<file path="config.mk">
export PLATFORM = sky130hd
export DESIGN_NAME = i2c_slave
export DESIGN_NICKNAME = d
export VERILOG_FILES = /design/src/rtl/i2c_pkg.sv /design/src/rtl/i2c_line_filter.sv /design/src/rtl/i2c_slave.sv
export SDC_FILE = /design/constraint.sdc
export NUM_CORES = 1
export LEC_CHECK = 0
export CELL_PAD_IN_SITES_DETAIL_PLACEMENT = 1
export CELL_PAD_IN_SITES_GLOBAL_PLACEMENT = 1
export CORE_ASPECT_RATIO = 0.75
export CORE_UTILIZATION = 45
export CTS_CLUSTER_SIZE = 16
export DETAILED_ROUTE_END_ITERATION = 8
export GPL_TIMING_DRIVEN = 0
export PLACE_DENSITY_LB_ADDON = 0.15
export SYNTH_ARGS = -nofsm -noshare
export SYNTH_HDL_FRONTEND = slang
export SYNTH_SLANG_ARGS = --single-unit
</file>
<file path="constraint.sdc">
create_clock -name clock -period 4.4 [get_ports clock]
set_input_delay 0.88 -clock clock [delete_from_list [all_inputs] [get_ports clock]]
set_output_delay 0.88 -clock clock [all_outputs]
set_load 0.005 [all_outputs]
</file>
<file path="src/rtl/i2c_pkg.sv">
// Shared I2C definitions: target FSM states, ACK levels and default address.
package i2c_pkg;

   typedef enum logic [3:0] {
      S_IDLE,
      S_ADDR,
      S_ADDR_ACK,
      S_WR_DATA,
      S_WR_ACK,
      S_RD_DATA,
      S_RD_ACK,
      S_IGNORE
   } i2c_state_t;

   localparam logic ACK  = 1'b0;
   localparam logic NACK = 1'b1;

   localparam logic [6:0] I2C_DEFAULT_ADDR = 7'h50;

endpackage

</file>
<file path="src/rtl/i2c_line_filter.sv">
// Two-flop synchronizer followed by a FILTER_LEN-sample glitch filter with
// registered rise/fall pulses aligned to the filtered line change.
module i2c_line_filter
   import i2c_pkg::*;
#(
   parameter int unsigned FILTER_LEN = 3
) (
   input  logic i_clock,
   input  logic i_reset,
   input  logic i_line,
   output logic o_line,
   output logic o_rise,
   output logic o_fall
);

   localparam int unsigned CW = $clog2(FILTER_LEN + 1);

   logic          r_sync1;
   logic          r_sync2;
   logic          r_filt;
   logic          r_rise;
   logic          r_fall;
   logic [CW-1:0] r_cnt;

   // r_cnt counts consecutive synchronized samples that disagree with r_filt.
   always_ff @(posedge i_clock) begin
      if (i_reset) begin
         r_sync1 <= 1'b1;
         r_sync2 <= 1'b1;
         r_filt  <= 1'b1;
         r_rise  <= 1'b0;
         r_fall  <= 1'b0;
         r_cnt   <= '0;
      end else begin
         r_sync1 <= i_line;
         r_sync2 <= r_sync1;
         r_rise  <= 1'b0;
         r_fall  <= 1'b0;
         if (r_sync2 == r_filt) begin
            r_cnt <= '0;
         end else if (r_cnt == CW'(FILTER_LEN - 1)) begin
            r_cnt  <= '0;
            r_filt <= r_sync2;
            r_rise <= r_sync2;
            r_fall <= ~r_sync2;
         end else begin
            r_cnt <= r_cnt + CW'(1);
         end
      end
   end

   assign o_line = r_filt;
   assign o_rise = r_rise;
   assign o_fall = r_fall;

endmodule

</file>
<file path="src/rtl/i2c_slave.sv">
// I2C target: 7-bit address match, write bytes to dataR, read bytes from dataW.
// No clock stretching; SDA is open-drain via SDA_t with SDA_o tied low.
module i2c_slave
   import i2c_pkg::*;
#(
   parameter logic [6:0]  ADDR       = I2C_DEFAULT_ADDR,
   parameter int unsigned FILTER_LEN = 3
) (
   input  logic       clock,
   input  logic       reset,
   input  logic       SCL_i,
   input  logic       SDA_i,
   output logic       SDA_t,
   output logic       SDA_o,
   input  logic       ackEn,
   input  logic [7:0] dataW,
   output logic       txReq,
   output logic [7:0] dataR,
   output logic       rxValid,
   output logic       RW,
   output logic       busy,
   output logic       startDet,
   output logic       stopDet,
   output logic       nackRx,
   output logic [3:0] state
);

   logic w_scl, w_scl_rise, w_scl_fall;
   logic w_sda, w_sda_rise, w_sda_fall;
   logic w_start, w_stop;
   logic [7:0] w_byte;

   i2c_line_filter #(.FILTER_LEN(FILTER_LEN)) u_scl_filt (
      .i_clock (clock),
      .i_reset (reset),
      .i_line  (SCL_i),
      .o_line  (w_scl),
      .o_rise  (w_scl_rise),
      .o_fall  (w_scl_fall)
   );

   i2c_line_filter #(.FILTER_LEN(FILTER_LEN)) u_sda_filt (
      .i_clock (clock),
      .i_reset (reset),
      .i_line  (SDA_i),
      .o_line  (w_sda),
      .o_rise  (w_sda_rise),
      .o_fall  (w_sda_fall)
   );

   i2c_state_t r_state;
   logic [2:0] r_bitcnt;
   logic [7:0] r_shift;
   logic [7:0] r_tx_byte;
   logic [1:0] r_tx_dly;
   logic       r_ack_phase;
   logic       r_ack_en;
   logic       r_first;
   logic       r_sda_t;
   logic [7:0] r_data_r;
   logic       r_rw;
   logic       r_busy;
   logic       r_tx_req;
   logic       r_rx_valid;
   logic       r_start;
   logic       r_stop;
   logic       r_nack;

   assign w_start = w_sda_fall & w_scl;
   assign w_stop  = w_sda_rise & w_scl;
   assign w_byte  = {r_shift[6:0], w_sda};

   always_ff @(posedge clock) begin
      if (reset) begin
         r_state     <= S_IDLE;
         r_bitcnt    <= '0;
         r_shift     <= '0;
         r_tx_byte   <= '0;
         r_tx_dly    <= '0;
         r_ack_phase <= 1'b0;
         r_ack_en    <= 1'b0;
         r_first     <= 1'b0;
         r_sda_t     <= 1'b1;
         r_data_r    <= '0;
         r_rw        <= 1'b0;
         r_busy      <= 1'b0;
         r_tx_req    <= 1'b0;
         r_rx_valid  <= 1'b0;
         r_start     <= 1'b0;
         r_stop      <= 1'b0;
         r_nack      <= 1'b0;
      end else begin
         r_tx_req   <= 1'b0;
         r_rx_valid <= 1'b0;
         r_start    <= 1'b0;
         r_stop     <= 1'b0;
         r_nack     <= 1'b0;
         // dataW is captured two clocks after the txReq pulse is raised
         if (r_tx_dly != 2'd0) begin
            r_tx_dly <= r_tx_dly - 2'd1;
            if (r_tx_dly == 2'd1) r_tx_byte <= dataW;
         end
         if (w_start) begin
            r_start  <= 1'b1;
            r_sda_t  <= 1'b1;
            r_bitcnt <= '0;
            r_busy   <= 1'b0;
            r_first  <= 1'b0;
            r_state  <= S_ADDR;
         end else if (w_stop) begin
            r_stop   <= 1'b1;
            r_sda_t  <= 1'b1;
            r_bitcnt <= '0;
            r_busy   <= 1'b0;
            r_state  <= S_IDLE;
         end else begin
            case (r_state)
               S_ADDR: if (w_scl_rise) begin
                  r_shift  <= w_byte;
                  r_bitcnt <= r_bitcnt + 3'd1;
                  if (r_bitcnt == 3'd7) begin
                     if (w_byte[7:1] == ADDR) begin
                        r_rw        <= w_byte[0];
                        r_busy      <= 1'b1;
                        r_ack_phase <= 1'b0;
                        r_state     <= S_ADDR_ACK;
                        if (w_byte[0]) begin
                           r_tx_req <= 1'b1;
                           r_tx_dly <= 2'd2;
                        end
                     end else begin
                        r_state <= S_IGNORE;
                     end
                  end
               end
               S_ADDR_ACK: if (w_scl_fall) begin
                  if (!r_ack_phase) begin
                     r_sda_t     <= ACK;
                     r_ack_phase <= 1'b1;
                  end else if (r_rw) begin
                     r_sda_t  <= r_tx_byte[7];
                     r_shift  <= {r_tx_byte[6:0], 1'b0};
                     r_bitcnt <= '0;
                     r_state  <= S_RD_DATA;
                  end else begin
                     r_sda_t <= 1'b1;
                     r_state <= S_WR_DATA;
                  end
               end
               S_WR_DATA: if (w_scl_rise) begin
                  r_shift  <= w_byte;
                  r_bitcnt <= r_bitcnt + 3'd1;
                  if (r_bitcnt == 3'd7) begin
                     r_data_r    <= w_byte;
                     r_rx_valid  <= 1'b1;
                     r_ack_en    <= ackEn;
                     r_ack_phase <= 1'b0;
                     r_state     <= S_WR_ACK;
                  end
               end
               S_WR_ACK: if (w_scl_fall) begin
                  if (!r_ack_phase) begin
                     r_sda_t     <= r_ack_en ? ACK : NACK;
                     r_ack_phase <= 1'b1;
                  end else begin
                     r_sda_t <= 1'b1;
                     r_state <= S_WR_DATA;
                  end
               end
               // r_first marks the fall that ends RD_ACK, where bit 7 goes out
               S_RD_DATA: if (w_scl_fall) begin
                  if (r_first) begin
                     r_first <= 1'b0;
                     r_sda_t <= r_tx_byte[7];
                     r_shift <= {r_tx_byte[6:0], 1'b0};
                  end else if (r_bitcnt == 3'd7) begin
                     r_sda_t  <= 1'b1;
                     r_bitcnt <= '0;
                     r_state  <= S_RD_ACK;
                  end else begin
                     r_sda_t  <= r_shift[7];
                     r_shift  <= {r_shift[6:0], 1'b0};
                     r_bitcnt <= r_bitcnt + 3'd1;
                  end
               end
               S_RD_ACK: if (w_scl_rise) begin
                  if (w_sda == ACK) begin
                     r_tx_req <= 1'b1;
                     r_tx_dly <= 2'd2;
                     r_first  <= 1'b1;
                     r_state  <= S_RD_DATA;
                  end else begin
                     r_nack  <= 1'b1;
                     r_state <= S_IGNORE;
                  end
               end
               default: ;
            endcase
         end
      end
   end

   assign SDA_t    = r_sda_t;
   assign SDA_o    = 1'b0;
   assign txReq    = r_tx_req;
   assign dataR    = r_data_r;
   assign rxValid  = r_rx_valid;
   assign RW       = r_rw;
   assign busy     = r_busy;
   assign startDet = r_start;
   assign stopDet  = r_stop;
   assign nackRx   = r_nack;
   assign state    = r_state;

endmodule

</file>
==> results.sh <==
export IMPL_status="finished clean"
export IMPL_insertedDiodeCount=0
export IMPL_core_um2=5920
export IMPL_dp_hpwl_um=5430
export IMPL_swShare_pct=33.2
export IMPL_clock_latency_ns=0.34
export IMPL_cts_sinks=57
export IMPL_start_util_pct=47.7
export IMPL_cp_max_fo=11
export IMPL_finalClockSkew_ns=0.00764
export IMPL_via_per_inst=5.62
export IMPL_setup_slack_ns=2.11
export IMPL_timing_final_crit_share_pct=52.1
export IMPL_crit_path_cell_trace="clkdlybuf4s50_1"
export IMPL_cp_top_family="buffers and inverters"
export IMPL_layout_min_cycle_time_ns=2.29
export IMPL_seqPwrFrac_pct=39.2
export IMPL_grt_use_met3_pct=8.71
export IMPL_slowest_stage="clkdlybuf4s50_1"
export IMPL_wl_um=7510
export IMPL_comb_power_share_pct=31.4
export IMPL_grt_max_degree=12
export IMPL_wire_per_inst_um=17.2
export IMPL_fin_area_um2=3390
export IMPL_max_cap_viol_count=0
export IMPL_hold_buffers=0
export IMPL_hold_class="reg2reg"
export IMPL_p_sw_mw=0.474
export IMPL_cts_reportedPaths_clkPinSlew_ns=0.06
export IMPL_p_leak_nw=1.32
export IMPL_setup_tns_ns=0
export IMPL_die_w_um=93.4
export IMPL_drtIter0Drc=113
export IMPL_synthTopCellsByArea="dfxtp_1 40%, mux2i_1 8.9%, nor2_1 4.5%, nor2b_1 3.3%, mux2_1 2.8%"
export IMPL_synth_top_area_share_pct=40.4
export IMPL_slew_viol_final=0
export IMPL_ys_flop_type="dfxtp_1"
export IMPL_cts_made_buffers=9
export IMPL_dr_pass1_iters=4
export IMPL_placed_cell_area_um2=3220
export IMPL_num_rows=24
export IMPL_routed_via_count=2456
export IMPL_grt_busiest_layer="met2"
export IMPL_first_global_vias=2400
export IMPL_drive_gt1_share_pct=10.6
export IMPL_rsz0062_at_grt="false"
export IMPL_max_vdd_ir_drop_mv=0.197
export IMPL_syn_inst=313
export IMPL_crit_arrival_ns=1.41
export IMPL_port_buffer_count=30
export IMPL_fin_nets=374
export IMPL_ys_types=63
export IMPL_die_h_um=70.6
export IMPL_max_stage_delay_ns=0.56
export IMPL_end_kind="output port"
export IMPL_grt_total_usage_pct=25.2
export IMPL_cts_tree="yes"
export IMPL_clockBufferDepth=2
export IMPL_p_int_mw=0.955
export IMPL_post_cts_repair_setup_buffers=0
export IMPL_async_flop_share_pct=0
export IMPL_gp_congestion=0.859
export IMPL_holdWs_ns=0.410
export IMPL_worst_pin_slew_ns=0.751
export IMPL_clock_fmax_mhz=436
export IMPL_yosysTopAreaCell="dfxtp_1"
export IMPL_crit_path_start_kind="flip-flop"
export IMPL_ys_seq_area_share_pct=40.4
export IMPL_cts_root_buffer="clkbuf_8"
export IMPL_p_clk_share_pct=29.4
export IMPL_grt_first_pass_wirelength_um=12400
export IMPL_slew_headroom_pct=49.5
export IMPL_nFillCells=698
export IMPL_setup_viol=0
export IMPL_critPathKind="reg2out"
export IMPL_yosysWarnings=0
export IMPL_postRouteAntennaNets=0
export IMPL_synthesis_area_um2=2820
export IMPL_dieArea_um2=6590
export IMPL_power_density_nw_per_um2=422
export IMPL_cts_htree_levels=3
export IMPL_ios=34
export IMPL_use_met1_pct=34.2
export IMPL_use_met2_pct=38.7
export IMPL_critPathRequiredTime_ns=3.52
export IMPL_synth_edf_count=0
export IMPL_overflow=0
export IMPL_critical_path_buf_inv_count=1
export IMPL_drc=0
export IMPL_post_place_ws_ns=1.89
export IMPL_finalHoldViolations=0
export IMPL_antenna_found_initial=0
export IMPL_cts_resized=0
export IMPL_ys_ff_latch=57
export IMPL_syn_area_per_cell_um2=9.01
export IMPL_area_growth_pct=20.0
==> cell type report <==
| cell class | instances | area [um^2] | share of cell area (%) |
|---|---|---|---|
| Multi-Input combinational cell | 225 | 1540 | 45.4 |
| Sequential cell | 57 | 1140 | 33.7 |
| Timing Repair Buffer | 30 | 300 | 8.87 |
| Clock buffer | 12 | 145 | 4.29 |
| Buffer | 24 | 118 | 3.47 |
| Tap cell | 78 | 97.6 | 2.88 |
| Inverter | 8 | 30.0 | 0.887 |
| Clock inverter | 3 | 17.5 | 0.517 |
==> power by group through the flow <==
stage	combinational [mW]	sequential, mW	clock [mW]
2_1_floorplan	0.323	0.564	0
3_3_place_gp	0.428	0.570	0
3_5_place_dp	0.440	0.571	0
4_1_cts	0.444	0.560	0.436
5_1_grt	0.489	0.563	0.462
6_report	0.449	0.560	0.420
==> logic make-up (layout without fill, tap and decap cells) <==
logic type,Yosys count,in the layout,synth area share (%)
adder cells (fa/ha/maj),6,6,2.66
other,1,2,0.133
buffers and inverters,32,77,5.23
multiplexers,32,32,11.7
XOR/XNOR,3,3,0.931
AND/OR/NAND/NOR,123,123,25.0
flip-flops,57,57,40.4
AO/OA/AOI/OAI,59,59,14.0
==> Yosys cell counts (3+ instances only) <==
| cell | n |
|---|---|
| dfxtp_1 | 57 |
| nor2_1 | 34 |
| mux2i_1 | 25 |
| a21oi_1 | 15 |
| nor2b_1 | 15 |
| o21ai_0 | 14 |
| nand2_1 | 12 |
| nand3_1 | 11 |
| buf_2 | 10 |
| clkbuf_1 | 9 |
| nand2b_1 | 9 |
| inv_1 | 8 |
| mux2_1 | 7 |
| ha_1 | 6 |
| or2_2 | 5 |
| and2_1 | 4 |
| nand4_1 | 4 |
| nor4bb_1 | 4 |
| o211ai_1 | 4 |
| and3b_1 | 3 |
| nor3_1 | 3 |
==> registers in the layout (all words and copies together) (netlist names), 2 cells and up <==
signal / count
dataR: 8
state: 3
r_shift: 8
r_bitcnt: 3
r_tx_byte: 8
u_sda_filt.r_cnt: 2
r_tx_dly: 2
u_scl_filt.r_cnt: 2
==> placed cells by master (no fill, tap or decap), types with 3 or more instances in the layout <==
cell type,Yosys,routed
nor3_1,3,3
dfxtp_1,57,57
nor2_1,34,34
or2_2,5,5
and2_1,4,4
clkdlybuf4s50_1,0,30
and3b_1,3,3
o211ai_1,4,4
nor4bb_1,4,4
buf_2,10,10
mux2i_1,25,25
nand3_1,11,11
clkbuf_8,0,10
mux2_1,7,7
o21ai_0,14,14
nand2b_1,9,9
nand2_1,12,12
ha_1,6,6
nand4_1,4,4
nor2b_1,15,15
a21oi_1,15,15
clkbuf_1,9,11
inv_1,8,8
==> final timing paths <==
check | from | end | slack [ns] | depth (start not counted)
min reg2reg | u_scl_filt.r_sync1$_SDFF_PP1_ | u_scl_filt.r_sync2$_SDFF_PP1_ | 0.41 | 1
max | state[1]$_SDFFE_PP0P_ | state[1] | 2.11 | 1
min | u_scl_filt.r_sync1$_SDFF_PP1_ | u_scl_filt.r_sync2$_SDFF_PP1_ | 0.41 | 1
max reg2reg | state[1]$_SDFFE_PP0P_ | state[0]$_SDFFE_PP0P_ | 2.12 | 8
==> per-layer routing <==
metal | wire [um] | share of wire [%]
met3 | 465 | 6.2
met1 | 3630 | 48
met5 | 0 | 0
met4 | 97 | 1.3
met2 | 3320 | 44
==> stage by stage <==
stage	power [mW]	instances	util, %
CTS	1.44	437	57.2
finish	1.43	437	57.2
detailed placement	1.01	422	54.5
global route	1.51	437	57.2
global placement	0.999	422	54.5
floorplan	0.888	314	-
Note: power is estimated with default switching activity, not from simulation.
